### config.mk
export PLATFORM = sky130hd
export DESIGN_NAME = imem_loader
export DESIGN_NICKNAME = d
export VERILOG_FILES = /design/src/rtl/imem_loader.sv
export SDC_FILE = /design/constraint.sdc
export NUM_CORES = 1
export LEC_CHECK = 0
export ABC_AREA = 1
export ABC_CLOCK_PERIOD_IN_PS = 2100
export BUFFER_PORTS_ARGS = -buffer_cell sky130_fd_sc_hd__buf_2
export CORE_MARGIN = 1.5
export CORE_UTILIZATION = 44
export CTS_BUF_LIST = sky130_fd_sc_hd__clkbuf_4 sky130_fd_sc_hd__clkbuf_8
export DETAILED_ROUTE_END_ITERATION = 10
export GPL_ROUTABILITY_DRIVEN = 0
export RECOVER_POWER = 100
export SLEW_MARGIN = 10
export SYNTH_ARGS = -nofsm -noshare
export SYNTH_HDL_FRONTEND = slang
export SYNTH_SLANG_ARGS = --single-unit
### constraint.sdc
create_clock -name clk -period 2.1 [get_ports clk]
set_input_delay 0.105 -clock clk [delete_from_list [all_inputs] [get_ports clk]]
set_output_delay 0.105 -clock clk [all_outputs]
set_load 0.1 [all_outputs]
### src/rtl/imem_loader.sv
// -----------------------------------------------------------------------------
// imem_loader
//
// Program loader for the instruction memory. A host streams bytes over a
// valid/ready link. The stream carries:
//   - a 16-bit little-endian word count N,
//   - N little-endian 32-bit words,
//   - a 32-bit little-endian checksum equal to the XOR of all N words.
// Each completed word is written to the next instruction-memory word address
// with a one-cycle strobe. The core is held in reset (core_rst = 0) until the
// whole image has arrived and its checksum has matched.
//
// Parameters
//   DEPTH   number of 32-bit words in instruction memory (larger images are
//           rejected before any write)
//   ADDR_W  word-address width, 2**ADDR_W >= DEPTH
//
// Ports
//   clk        system clock, rising edge
//   rst        asynchronous active-low reset
//   s_valid    host byte valid
//   s_data     host byte
//   s_ready    loader accepts a byte (registered)
//   restart    level; in DONE/ERR starts a new load
//   mem_we     instruction-memory write strobe, one cycle per word
//   mem_addr   word index being written
//   mem_wdata  assembled word
//   core_rst   active-low core reset, 1 only after a verified load
//   done       load completed and checksum matched
//   error      load rejected (oversize image or checksum mismatch)
// -----------------------------------------------------------------------------
module imem_loader #(
  parameter int DEPTH  = 1024,
  parameter int ADDR_W = 10
) (
  input  logic              clk,
  input  logic              rst,
  input  logic              s_valid,
  input  logic [7:0]        s_data,
  output logic              s_ready,
  input  logic              restart,
  output logic              mem_we,
  output logic [ADDR_W-1:0] mem_addr,
  output logic [31:0]       mem_wdata,
  output logic              core_rst,
  output logic              done,
  output logic              error
);

  typedef enum logic [2:0] {
    HDR0 = 3'd0,
    HDR1 = 3'd1,
    DATA = 3'd2,
    CSUM = 3'd3,
    DONE = 3'd4,
    ERR  = 3'd5
  } state_t;

  // Image-size limit widened by one bit so the full 16-bit count is compared
  // without truncating either operand.
  localparam logic [16:0] DEPTH_L = 17'(DEPTH);

  state_t      state;
  logic [15:0] nwords;   // word count N from the header
  logic [15:0] wcnt;     // words written so far in this load
  logic [1:0]  bcnt;     // byte position inside the current word
  logic [23:0] shreg;    // bytes 0..2 of the word being assembled
  logic [31:0] csum;     // running XOR of written words

  logic        xfer;
  logic [31:0] word;
  logic [15:0] n_hdr;
  logic [15:0] wcnt_nx;

  assign xfer    = s_valid && s_ready;
  // Bytes shift in from the top, so after three bytes byte k sits at
  // bits [8k+7:8k]; the fourth byte completes the word on the fly.
  assign word    = {s_data, shreg};
  assign n_hdr   = {s_data, nwords[7:0]};
  assign wcnt_nx = wcnt + 16'd1;

  always_ff @(posedge clk or negedge rst) begin
    if (!rst) begin
      state     <= HDR0;
      s_ready   <= 1'b0;
      mem_we    <= 1'b0;
      mem_addr  <= '0;
      mem_wdata <= '0;
      core_rst  <= 1'b0;
      done      <= 1'b0;
      error     <= 1'b0;
      nwords    <= '0;
      wcnt      <= '0;
      bcnt      <= '0;
      shreg     <= '0;
      csum      <= '0;
    end else begin
      mem_we <= 1'b0;

      case (state)
        HDR0: begin
          // Also the path by which s_ready first rises after reset.
          s_ready <= 1'b1;
          if (xfer) begin
            nwords[7:0] <= s_data;
            state       <= HDR1;
          end
        end

        HDR1: begin
          if (xfer) begin
            nwords <= n_hdr;
            if ({1'b0, n_hdr} > DEPTH_L) begin
              state   <= ERR;
              error   <= 1'b1;
              s_ready <= 1'b0;
            end else if (n_hdr == 16'd0) begin
              state <= CSUM;
            end else begin
              state <= DATA;
            end
          end
        end

        DATA: begin
          if (xfer) begin
            bcnt  <= bcnt + 2'd1;
            shreg <= {s_data, shreg[23:8]};
            if (bcnt == 2'd3) begin
              mem_we    <= 1'b1;
              mem_addr  <= wcnt[ADDR_W-1:0];
              mem_wdata <= word;
              csum      <= csum ^ word;
              wcnt      <= wcnt_nx;
              if (wcnt_nx == nwords) begin
                state <= CSUM;
              end
            end
          end
        end

        CSUM: begin
          if (xfer) begin
            bcnt  <= bcnt + 2'd1;
            shreg <= {s_data, shreg[23:8]};
            if (bcnt == 2'd3) begin
              s_ready <= 1'b0;
              if (word == csum) begin
                state    <= DONE;
                done     <= 1'b1;
                core_rst <= 1'b1;
              end else begin
                state <= ERR;
                error <= 1'b1;
              end
            end
          end
        end

        DONE, ERR: begin
          // Memory contents are left alone; only the loader state is cleared.
          if (restart) begin
            state    <= HDR0;
            s_ready  <= 1'b1;
            done     <= 1'b0;
            error    <= 1'b0;
            core_rst <= 1'b0;
            wcnt     <= '0;
            bcnt     <= '0;
            csum     <= '0;
          end
        end

        default: begin
          state   <= HDR0;
          s_ready <= 1'b0;
        end
      endcase
    end
  end

endmodule

* Word-level counts from Yosys, hierarchy flattened
Cells that the tools add are included.
** Storage, ports and cells
- Register bits :: 139
- Input port bits :: 12
- Output and inout port bits :: 47
- Logic and storage cells :: 103
** Operators by class
- $add $sub $neg :: 2
- Magnitude comparators :: 1
- Equal/unequal tests :: 20
- Multiplexer cells :: 45
- Bitwise logic cells :: 3
- Reduce and logical (&&, ||, !) cells :: 19
** Operators by type and width (count)
- $mux W32 :: 3
- $pmux W32 S2 :: 1
- $mux W16 :: 3
- $eq A32 B32 Y1 :: 1
- $pmux W16 S2 :: 1
- $xor A32 B32 Y32 :: 1
- $mux W3 :: 9
- $ne A2 B2 Y1 const B :: 11
- $mux W1 :: 19
- $add A16 B1 Y16 const B :: 1
- $eq A16 B16 Y1 :: 1
- $gt A16 B11 Y1 const B :: 1
- $logic_not A16 Y1 :: 1
- $pmux W8 S2 :: 1
- $pmux W3 S5 :: 1
- $reduce_and A3 Y1 :: 3
- $mux W8 :: 1
- $reduce_and A8 Y1 :: 1
- $reduce_and A7 Y1 :: 1
- $eq A3 B2 Y1 const B :: 2
- $eq A3 B3 Y1 const B :: 2
- $reduce_and A6 Y1 :: 1
- $reduce_bool A2 Y1 :: 3
- $pmux W1 S5 :: 1
- 16 further kinds :: 20

* Logic depth before layout (Yosys ltp)
Gate-level depths: netlist of run 1.
- Word-level depth :: 6
- Mapped depth :: 17
- Depth with buffers taken out :: 17

* Worst setup path after synthesis of run 1
OpenSTA, ideal clock, no wires.
- Path type :: register -> register
- From :: register s_ready
- To :: register mem_wdata[24]
- Library setup time :: 0.132 ns
- Arrival :: 2.120 ns
- Required time :: 1.968 ns
- Slack :: -0.152 ns
- Cell stages (with the launch flop) :: 10
- Path buffers :: 2
- Clock period less this slack :: 2.252 ns
- Cell sequence :: dfrtp_1 -> nand2_1 -> inv_1 -> nand2_1 -> nor2_4 -> inv_2 -> buf_2 -> clkbuf_1 -> nand2_1 -> o21ai_0
** On the way
- Longest elaborated chain between the ends :: 2
** RTL lines
- start: declaration :: line 40 : output logic s_ready,
- start signal: assignment :: line 85 : s_ready <= 1'b0;
- start signal: assignment :: line 103 : s_ready <= 1'b1;
- start signal: assignment :: line 116 : s_ready <= 1'b0;
- $logic_and A1 B1 Y1 :: line 75 : assign xfer = s_valid && s_ready;
- $reduce_and A3 Y1 (no source line)
- end signal: assignment :: line 132 : mem_wdata <= word;
- end: declaration :: line 44 : output logic [31:0] mem_wdata,
Every way passes these cells.
A chain may end at the register's enable or synchronous reset.

* Final worst setup path of run 1
- From :: register wcnt[0]
- To :: register state[0]
** On the way
- Longest elaborated chain between the ends :: 4
** RTL lines
- start: declaration :: line 65 : logic [15:0] wcnt;
- start signal: assignment :: line 134 : wcnt <= wcnt_nx;
- $add A16 B1 Y16 :: line 80 : assign wcnt_nx = wcnt + 16'd1;
- $eq A16 B16 Y1 :: line 135 : if (wcnt_nx == nwords) begin
- $ne A2 B2 Y1 (no source line)
- $reduce_and A8 Y1 (no source line)
- end signal: assignment :: line 84 : state <= HDR0;
- end signal: assignment :: line 136 : state <= CSUM;
- end signal: assignment :: line 149 : state <= DONE;
- end: declaration :: line 63 : state_t state;
Every way passes these cells.

==> impl_metrics.tcl, run 1 <==
set metrics [dict create \
    drive_gt1_share_pct 11.1 \
    ys_types 34 \
    p_leak_uw 0.00362 \
    place_ws_ps 123 \
    firstDrtPassIters 5 \
    synth_xor_area_share_pct 5.71 \
    synth_cells 759 \
    drt-initial-drc-count 350 \
    synth_top_family_by_area "simple AND/OR/NAND/NOR gates" \
    clk_pin_slew_ps 70 \
    yosys.area_share.simple_pct 20.7 \
    synth_area_leader_cell "dfrtp_1" \
    crit_family "simple AND/OR/NAND/NOR gates" \
    grt_max_degree 59 \
    cp-end-kind "flop" \
    wl_um 14800 \
    nets 847 \
    cts_tree "yes" \
    dp_hpwl_um 10100 \
    max-vdd-ir-drop_v 0.00117 \
    grt_use_met3_pct 4.01 \
    multi_input_area_mm2 0.00254 \
    setup_viol 0 \
    grtUsageMet2_pct 30.6 \
    reg2reg_setup_slack_ps 130 \
    antenna_found_initial 0 \
    place_area_mm2 0.00702 \
    hold_slack_ps 21.2 \
    synthTopCellsByArea "dfrtp_1 54%, nand2_1 12%, o21ai_0 6.7%" \
    r2r-start "wcnt[0]$_DFFE_PN0P_" \
    slew_headroom_pct 4.32 \
    grt_pass1_vias 4967 \
    outcome "complete, no violations" \
    cpMostUsedCell "nand2_1" \
    muxShareOfSynthArea_pct 0 \
    postSynth.asyncResetShare_pct 100 \
    core_area_mm2 0.0144 \
    synth.most_common_cell "nand2_1" \
    grt_overflow 0 \
    start_util_pct 44.8 \
    ant_nets 0 \
    drc 0 \
    rsz0062_at_grt "yes" \
    die_area_mm2 0.0154 \
    num_vias 5189 \
    critPathLaunchType "flop" \
    synthesis.nets 773 \
    synthAdderAreaFrac_pct 0.387 \
    area.sequential_mm2 0.00348 \
    clkSinkCount 139 \
    synthToLayoutAreaGrowth_pct 16.3 \
    ios 59 \
    finalCriticalPeriod_ps 1970 \
    final_util_pct 52.2 \
    htree_levels 4 \
    synth_ff_type "dfrtp_1" \
    cap_violations 0 \
    required_ps 2440 \
    powerDensity_mw_per_mm2 1670 \
    hp-class "input port to flop" \
    portBuffers 58 \
    ys_seq_area_share_pct 53.8 \
    tightest_slew_ps 1440 \
    ys_seq_elements 139 \
    n_antenna_cell 0 \
    critPathKind "flop to flop" \
    path_depth 15 \
    crit_fanout 7 \
    cts_root_buf "clkbuf_8" \
    fmax_mhz 509 \
    grt-busiest-layer "met2" \
    r2r_end "state[0]$_DFFE_PN0P_" \
    synth_edf_count 0 \
    slew_violations 0 \
    numCtsBuffers 17 \
    fin_worst_skew_ps 10.4 \
    die_h_um 124 \
    core.rowCount 44 \
    reg2reg_depth 15 \
    period_share_pct 93.6 \
    slowest_stage "dfrtp_1" \
    layout_setup_ws_ps 134 \
    yosysWarningCount 0 \
    startpoint "wcnt[0]$_DFFE_PN0P_" \
    fillCellCount 1365 \
    crit_buf_inv 1 \
    synth_top_area_share_pct 53.8 \
    hold_viol 0 \
    grtUsageMet1_pct 27.3 \
    crit_chain "ha_4 > nand2_4 > nor2_4 > buf_6 > nand4_1 > nand3_1 > nand2_1 > nor2_1 > nand2_1 > nor2_1 > nand2_1 > nand2_2 > nand2_1 > nand2_1 > nand2_1" \
    via_per_inst 5.04 \
    clk_latency_ps 450 \
    syn_area_per_cell_um2 8.52 \
    critPathMaxStageDelay_ps 450 \
    arrival_ps 2310 \
    synth_compound_area_share_pct 11.4 \
    grt_first_pass_wirelength_um 24600 \
    critPathCapture "state[0]$_DFFE_PN0P_" \
    synthTopCellsByCount "212 x nand2_1, 139 x dfrtp_1, 102 x inv_1, 87 x o21ai_0, 36 x nand3_1" \
    synth_area_mm2 0.00647 \
    clock_path_buffers 2 \
    fp.dieW_um 124 \
    stdcell_area_mm2 0.00752 \
    wl_per_cell_um 14.3 \
    grtUsageTotal_pct 19.9 \
]
[stage by stage]
stage	TNS, ps	cells	power, µW
after global routing	-71.5	1029	13500
after floorplan	0	759	9070
after CTS	0	1021	12600
final	0	1029	12600
after global placement	0	984	10200
after detailed placement	0	984	10300
[cell usage in the layout, fill, tap and decap left out, drive strengths merged]
cell type,synthesis,final
a221oi,1,1
dfrtp,139,139
nand4,9,9
o22ai,26,26
o31ai,1,1
ha,2,2
dlygate4sd3,0,6
inv,105,106
clkinv,0,7
nand3,37,37
nor4,2,2
nand2,216,216
a21oi,5,5
bufinv,0,3
xor2,21,21
xnor3,2,2
clkbuf,14,68
nor2,36,36
nor3,8,8
and2,1,1
nand3b,1,1
a22oi,1,1
xnor2,16,16
o21ai,102,102
buf,13,27
clkinvlp,0,1
o21bai,1,1
[per-layer routing]
layer	wire, µm	vias up
li1	-	2572
met1	7250	2479
met2	6640	109
met3	526	29
met4	338	0
met5	0	-
[report_power, final]
part / internal [µW] / switching, µW
Sequential: 3760 / 904
Combinational: 1500 / 4180
Clock: 1220 / 1010
[layout make-up]
type	count	share of cell area, %
sequential	139	46.3
clock buffer	19	3.48
inverter	105	5.24
tap	184	3.06
timing repair buffer	82	6.30
clock inverter	12	1.93
multi-input combinational	488	33.7
[tightest hold or removal path, cell delays in order]
cell and delay, ps:
buf_2 100, xnor2_1 130, o22ai_1 80
[flip-flops by register name, indices dropped and copies added, names as in the netlist, 2 cells and up]
signal and count:
state 3, shreg 24, nwords 16, csum 32, bcnt 2, mem_addr 10, mem_wdata 32, wcnt 16
[logic make-up after synthesis]
| kind of cell | after synthesis |
|---|---|
| buf+inv | 132 |
| simple gates | 310 |
| compound gates | 137 |
| fa+ha+maj | 2 |
| flops | 139 |
| xor+xnor | 39 |
[worst min path at each step]
stage / startpoint / end / slack [ps] / cells after the start
6_report: s_data[1] / csum[25]$_DFFE_PN0P_ / 20 / 3
5_1_grt: s_data[6] / csum[30]$_DFFE_PN0P_ / 30 / 3
4_1_cts: s_data[1] / csum[25]$_DFFE_PN0P_ / 0.2 / 3
3_5_place_dp: rst / mem_wdata[22]$_DFFE_PN0P_ / 110 / 1
3_3_place_gp: rst / mem_wdata[22]$_DFFE_PN0P_ / 100 / 1
2_1_floorplan: rst / bcnt[0]$_DFFE_PN0P_ / -190 / 0
[repair_timing]
| action | 4_1_cts | 5_1_grt |
|---|---|---|
| gates resized for setup | 0 | 22 |
| hold endpoints to repair | 60 | 0 |
| setup endpoints to repair | 0 | 5 |
| buffers inserted | 0 | 8 |
| hold buffers | 6 | 0 |
(Power assumes the default switching activity.)
==> run 2, diff against run 1 <==
--- a/config.mk
+++ b/config.mk
@@ -8,11 +8,12 @@
 export ABC_AREA = 1
 export ABC_CLOCK_PERIOD_IN_PS = 2100
 export BUFFER_PORTS_ARGS = -buffer_cell sky130_fd_sc_hd__buf_2
-export CORE_MARGIN = 1.5
+export CORE_MARGIN = 1
 export CORE_UTILIZATION = 44
 export CTS_BUF_LIST = sky130_fd_sc_hd__clkbuf_4 sky130_fd_sc_hd__clkbuf_8
 export DETAILED_ROUTE_END_ITERATION = 10
 export GPL_ROUTABILITY_DRIVEN = 0
+export PLACE_DENSITY = 0.67
 export RECOVER_POWER = 100
 export SLEW_MARGIN = 10
 export SYNTH_ARGS = -nofsm -noshare
==> run 2 against run 1 <==
Net effect: the run now ends with capacitance limit, slew limit left; utilization up 0.46 points; power fell by 1.1%; combinational power fell by 3%; sequential share of layout area grew 0.65 points; die area is 1.6% lower; cell count is 0.49% lower; highest routed layer unchanged.
==> impl_metrics.tcl, run 2 (synthesized netlist as in run 1, its figures left out) <==
set metrics [dict create \
    drt-initial-drc-count 349 \
    grt_first_pass_wirelength_um 24100 \
    arrival_ps 2240 \
    clock_path_buffers 2 \
    hp-class "input port to flop" \
    startpoint "wcnt[1]$_DFFE_PN0P_" \
    reg2reg_depth 14 \
    final_cell_mix "212 x nand2_1, 138 x dfrtp_1, 103 x inv_1" \
    htree_levels 4 \
    fp.dieW_um 123 \
    clkPwrFrac_pct 18.3 \
    cp-end-kind "flop" \
    post_cts_buffers 0 \
    critPathLaunchType "flop" \
    hold_viol 0 \
    clk_latency_ps 450 \
    internal-power_uw 6380 \
    crit_fanout 7 \
    rsz0062_at_grt "no" \
    r2r-start "wcnt[1]$_DFFE_PN0P_" \
    whs_path_depth 3 \
    seqPwrFrac_pct 37.2 \
    r2r_end "state[0]$_DFFE_PN0P_" \
    drc 0 \
    drive_gt1_share_pct 9.12 \
    violations "capacitance limit, slew limit" \
    critPathKind "flop to flop" \
    clk_pin_slew_ps 80 \
    tightest_slew_ps 1600 \
    firstDrtPassIters 4 \
    grtUsageTotal_pct 20.9 \
    tns_ps 0 \
    max-vdd-ir-drop_v 0.00105 \
    wl_um 14200 \
    p_total_uw 12400 \
    period_share_pct 90.5 \
    setup_viol 0 \
    clkSinkCount 139 \
    grt_pass1_vias 4846 \
    power_frac_comb_pct 44.5 \
    core_area_mm2 0.0141 \
    slew_headroom_pct -6.66 \
    fin_worst_skew_ps 14.1 \
    fmax_mhz 526 \
    numCtsBuffers 17 \
    wl_per_cell_um 13.9 \
    hold-path-endpoint "csum[24]$_DFFE_PN0P_" \
    synthToLayoutAreaGrowth_pct 14.7 \
    n_antenna_cell 0 \
    outcome "finished, violations left" \
    required_ps 2440 \
    antenna_found_initial 0 \
    cap_violations 1 \
    area.sequential_mm2 0.00348 \
    multi_input_area_mm2 0.00249 \
    via_per_inst 4.95 \
    powerDensity_mw_per_mm2 1680 \
    cts_root_buf "clkbuf_8" \
    grt_overflow 0 \
    slew_violations 66 \
    grt_max_degree 66 \
    final_common_cell "nand2_1" \
    switching_share_pct 48.7 \
    cts_tree "yes" \
    ios 59 \
    die_area_mm2 0.0152 \
    ant_nets 0 \
    num_vias 5071 \
    dp_hpwl_um 9860 \
    finalCriticalPeriod_ps 1900 \
    fillCellCount 1382 \
    portBuffers 58 \
    top_regs "csum: 32 flops, mem_wdata: 32 flops, shreg: 24 flops" \
    die_h_um 123 \
    p_leak_uw 0.00356 \
    p_sw_uw 6060 \
    start_util_pct 45.9 \
    reg2reg_setup_slack_ps 200 \
    core.rowCount 43 \
    nets 845 \
    min-delay-start "s_data[0]" \
]
==> run 2: worst max-delay path, cell delays in order, from the launching register on <==
cell and delay [ps]:
dfrtp_1 410, ha_2 220, nand2_2 90, nor2_4 160, nand4_1 160, nand3_1 120
nand2_1 60, nor2_1 100, nand2_1 60, nor2_1 80, nand2_1 70, nand2_1 90
nand2_1 60, nand2_1 70, nand2_1 50
==> run 2: routing by layer <==
layer / vias up / global-route usage, % / part of all wire, % / wire length, µm
met5: - / 0 / 0 / 0
met4: 0 / 7.00 / 1.5 / 218
met3: 17 / 4.06 / 4.3 / 616
met2: 108 / 31.9 / 44 / 6290
met1: 2381 / 29.9 / 50 / 7070
li1: 2565 / - / - / -
==> run 2: worst max path at each step <==
| stage | to | slack [ps] | depth (start not counted) |
|---|---|---|---|
| floorplan | mem_wdata[24]$_DFFE_PN0P_ | 180 | 9 |
| global placement | state[0]$_DFFE_PN0P_ | 250 | 17 |
| detailed placement | state[0]$_DFFE_PN0P_ | 160 | 17 |
| CTS | state[0]$_DFFE_PN0P_ | 150 | 17 |
| global route | state[0]$_DFFE_PN0P_ | 5 | 14 |
| finish | state[0]$_DFFE_PN0P_ | 200 | 14 |
==> run 2: what timing repair did <==
action / 4_1_cts / 5_1_grt
endpoints found under the setup margin: 0 / 2
hold buffers: 8 / 0
hold endpoints to repair: 70 / 0
gates resized for setup: 0 / 5
==> run 2: power groups by stage <==
stage / sequential (µW) / clock (µW) / combinational (µW)
floorplan: 6470 / 0 / 2600
global placement: 4630 / 0 / 5570
detailed placement: 4650 / 0 / 5660
CTS: 4620 / 2330 / 5680
global route: 4780 / 2450 / 6120
finish: 4630 / 2280 / 5530
==> run 2: layout make-up <==
type | instances | share of cell area [%]
Inverter | 105 | 5.31
Multi-Input combinational cell | 488 | 33.6
Clock buffer | 21 | 3.90
Sequential cell | 139 | 46.9
Clock inverter | 11 | 1.77
Timing Repair Buffer | 80 | 5.48
Tap cell | 180 | 3.04
==> run 2: stage by stage <==
step | hold WS [ps] | instance area, µm² | utilization, % | std cells | setup WS (ps)
final | 30.4 | 7420 | 52.6 | 1024 | 199
after detailed placement | 140 | 7030 | 49.9 | 984 | 157
after global routing | 45.8 | 7420 | 52.6 | 1024 | 4.74
after CTS | 2.02 | 7530 | 53.4 | 1024 | 153
after floorplan | -191 | 6470 | - | 759 | 177
after global placement | 145 | 7030 | 49.9 | 984 | 253
==> run 3, diff against run 2 <==
--- a/config.mk
+++ b/config.mk
@@ -10,7 +10,6 @@
 export BUFFER_PORTS_ARGS = -buffer_cell sky130_fd_sc_hd__buf_2
 export CORE_MARGIN = 1
 export CORE_UTILIZATION = 44
-export CTS_BUF_LIST = sky130_fd_sc_hd__clkbuf_4 sky130_fd_sc_hd__clkbuf_8
 export DETAILED_ROUTE_END_ITERATION = 10
 export GPL_ROUTABILITY_DRIVEN = 0
 export PLACE_DENSITY = 0.67
==> run 3 against run 2 <==
Net effect: the flow now finishes without violations; die area unchanged; sequential power about the same; design area up 1.8%; global-route usage up 0.31 points; via count up 0.69%; fmax down 0.53%; critical endpoint unchanged; highest routed layer unchanged; clock skew down 4.4 ps.
==> impl_metrics.tcl, run 3 (synthesized netlist as in run 1, its figures left out) <==
set metrics [dict create \
    period_share_pct 91.0 \
    n_antenna_cell 0 \
    min-delay-start "s_data[5]" \
    core.rowCount 43 \
    drt-initial-drc-count 399 \
    antenna_found_initial 0 \
    grt_max_degree 66 \
    die_h_um 123 \
    max-vdd-ir-drop_v 0.00105 \
    hp-class "input port to flop" \
    wl_um 14500 \
    hold_slack_ps 30.5 \
    critPathKind "flop to flop" \
    reg2reg_depth 14 \
    area.sequential_mm2 0.00348 \
    finalCriticalPeriod_ps 1910 \
    clock_path_buffers 2 \
    die_area_mm2 0.0152 \
    fillCellCount 1364 \
    clk_pin_slew_ps 60 \
    grt_overflow 0 \
    via_per_inst 5.02 \
    grt_first_pass_wirelength_um 24400 \
    p_leak_uw 0.00362 \
    whs_path_depth 4 \
    startpoint "wcnt[1]$_DFFE_PN0P_" \
    final_cell_mix "211 x nand2_1, 138 x dfrtp_1, 103 x inv_1" \
    fp.dieW_um 123 \
    nets 839 \
    required_ps 2420 \
    setup_viol 0 \
    grt_pass1_vias 4897 \
    crit_fanout 7 \
    multi_input_area_mm2 0.00249 \
    ant_nets 0 \
    grtUsageTotal_pct 21.2 \
    r2r_end "state[0]$_DFFE_PN0P_" \
    num_vias 5106 \
    fin_worst_skew_ps 9.76 \
    outcome "complete, no violations" \
    reg2reg_setup_slack_ps 190 \
    tightest_slew_ps 1190 \
    portBuffers 58 \
    ios 59 \
    final_common_cell "nand2_1" \
    core_area_mm2 0.0141 \
    fmax_mhz 523 \
    critPathLaunchType "flop" \
    critPathCapture "state[0]$_DFFE_PN0P_" \
    cap_violations 0 \
    cts_root_buf "clkbuf_16" \
    arrival_ps 2230 \
    powerDensity_mw_per_mm2 1760 \
    tns_ps 0 \
    hold_viol 0 \
    cp-end-kind "flop" \
    dp_hpwl_um 9860 \
    wl_per_cell_um 14.2 \
    slew_headroom_pct 21.3 \
    synthToLayoutAreaGrowth_pct 16.7 \
    r2r-start "wcnt[1]$_DFFE_PN0P_" \
    top_regs "csum: 32 flops, mem_wdata: 32 flops, shreg: 24 flops" \
    cts_tree "yes" \
    drc 0 \
    clk_latency_ps 420 \
    clkSinkCount 139 \
    slew_violations 0 \
    drive_gt1_share_pct 9.07 \
    start_util_pct 45.9 \
    numCtsBuffers 17 \
    htree_levels 4 \
    firstDrtPassIters 5 \
]
[run 3: changes by cell type in the layout (fill, tap and decap cells not counted), sizes merged]
| cell | delta |
|---|---|
| buf | -1 |
| dlygate4sd3 | -6 |
| clkbuf | +1 |
[run 3: worst max-delay path: stages, from the launching register on]
cell and delay, ps:
dfrtp_1 410, ha_2 230, nand2_2 90, nor2_4 160, nand4_1 160, nand3_1 120, nand2_1 60, nor2_1 100
nand2_1 60, nor2_1 80, nand2_1 80, nand2_2 80, nand2_1 60, nand2_1 70, nand2_1 50
[run 3: worst min-delay path by stage]
stage,to,slack [ps]
floorplan,bcnt[0]$_DFFE_PN0P_,-190
global placement,mem_wdata[22]$_DFFE_PN0P_,150
detailed placement,mem_wdata[23]$_DFFE_PN0P_,140
CTS,csum[28]$_DFFE_PN0P_,20
global route,csum[29]$_DFFE_PN0P_,40
finish,csum[29]$_DFFE_PN0P_,30
[run 3: layout make-up]
class                           instances  area share, %
Clock buffer                           21           6.37
Clock inverter                         11           1.74
Inverter                              105           5.22
Multi-Input combinational cell        488           33.0
Sequential cell                       139           46.1
Tap cell                              180           2.98
Timing Repair Buffer                   74           4.54
[run 3: report_power, final]
group          internal (µW)  total, µW  switching (µW)
Sequential              3770       4640             875
Clock                   1890       3070            1180
Combinational           1420       5560            4140
[run 3: layer usage]
layer / up-vias / wire length, µm / GRT usage, %
met2: 108 / 6470 / 32.5
met5: - / 0 / 0
met3: 18 / 553 / 4.01
met4: 0 / 212 / 8.21
met1: 2425 / 7240 / 29.8
li1: 2555 / - / -
[run 3: per-stage QoR]
step	total power (µW)	area (µm²)	worst slack, ps	utilization [%]	instances
4_1_cts	13400	7660	137	54.4	1018
5_1_grt	14100	7550	-2.33	53.5	1018
6_report	13300	7550	189	53.5	1018
3_5_place_dp	10300	7030	157	49.9	984
2_1_floorplan	9070	6470	177	-	759
3_3_place_gp	10200	7030	253	49.9	984
[run 3: repair_timing]
item	in CTS	in global routing
hold buffers	2	0
gates resized for setup	0	6
setup buffers	0	0
hold endpoints to repair	63	0
endpoints found under the setup margin	0	3
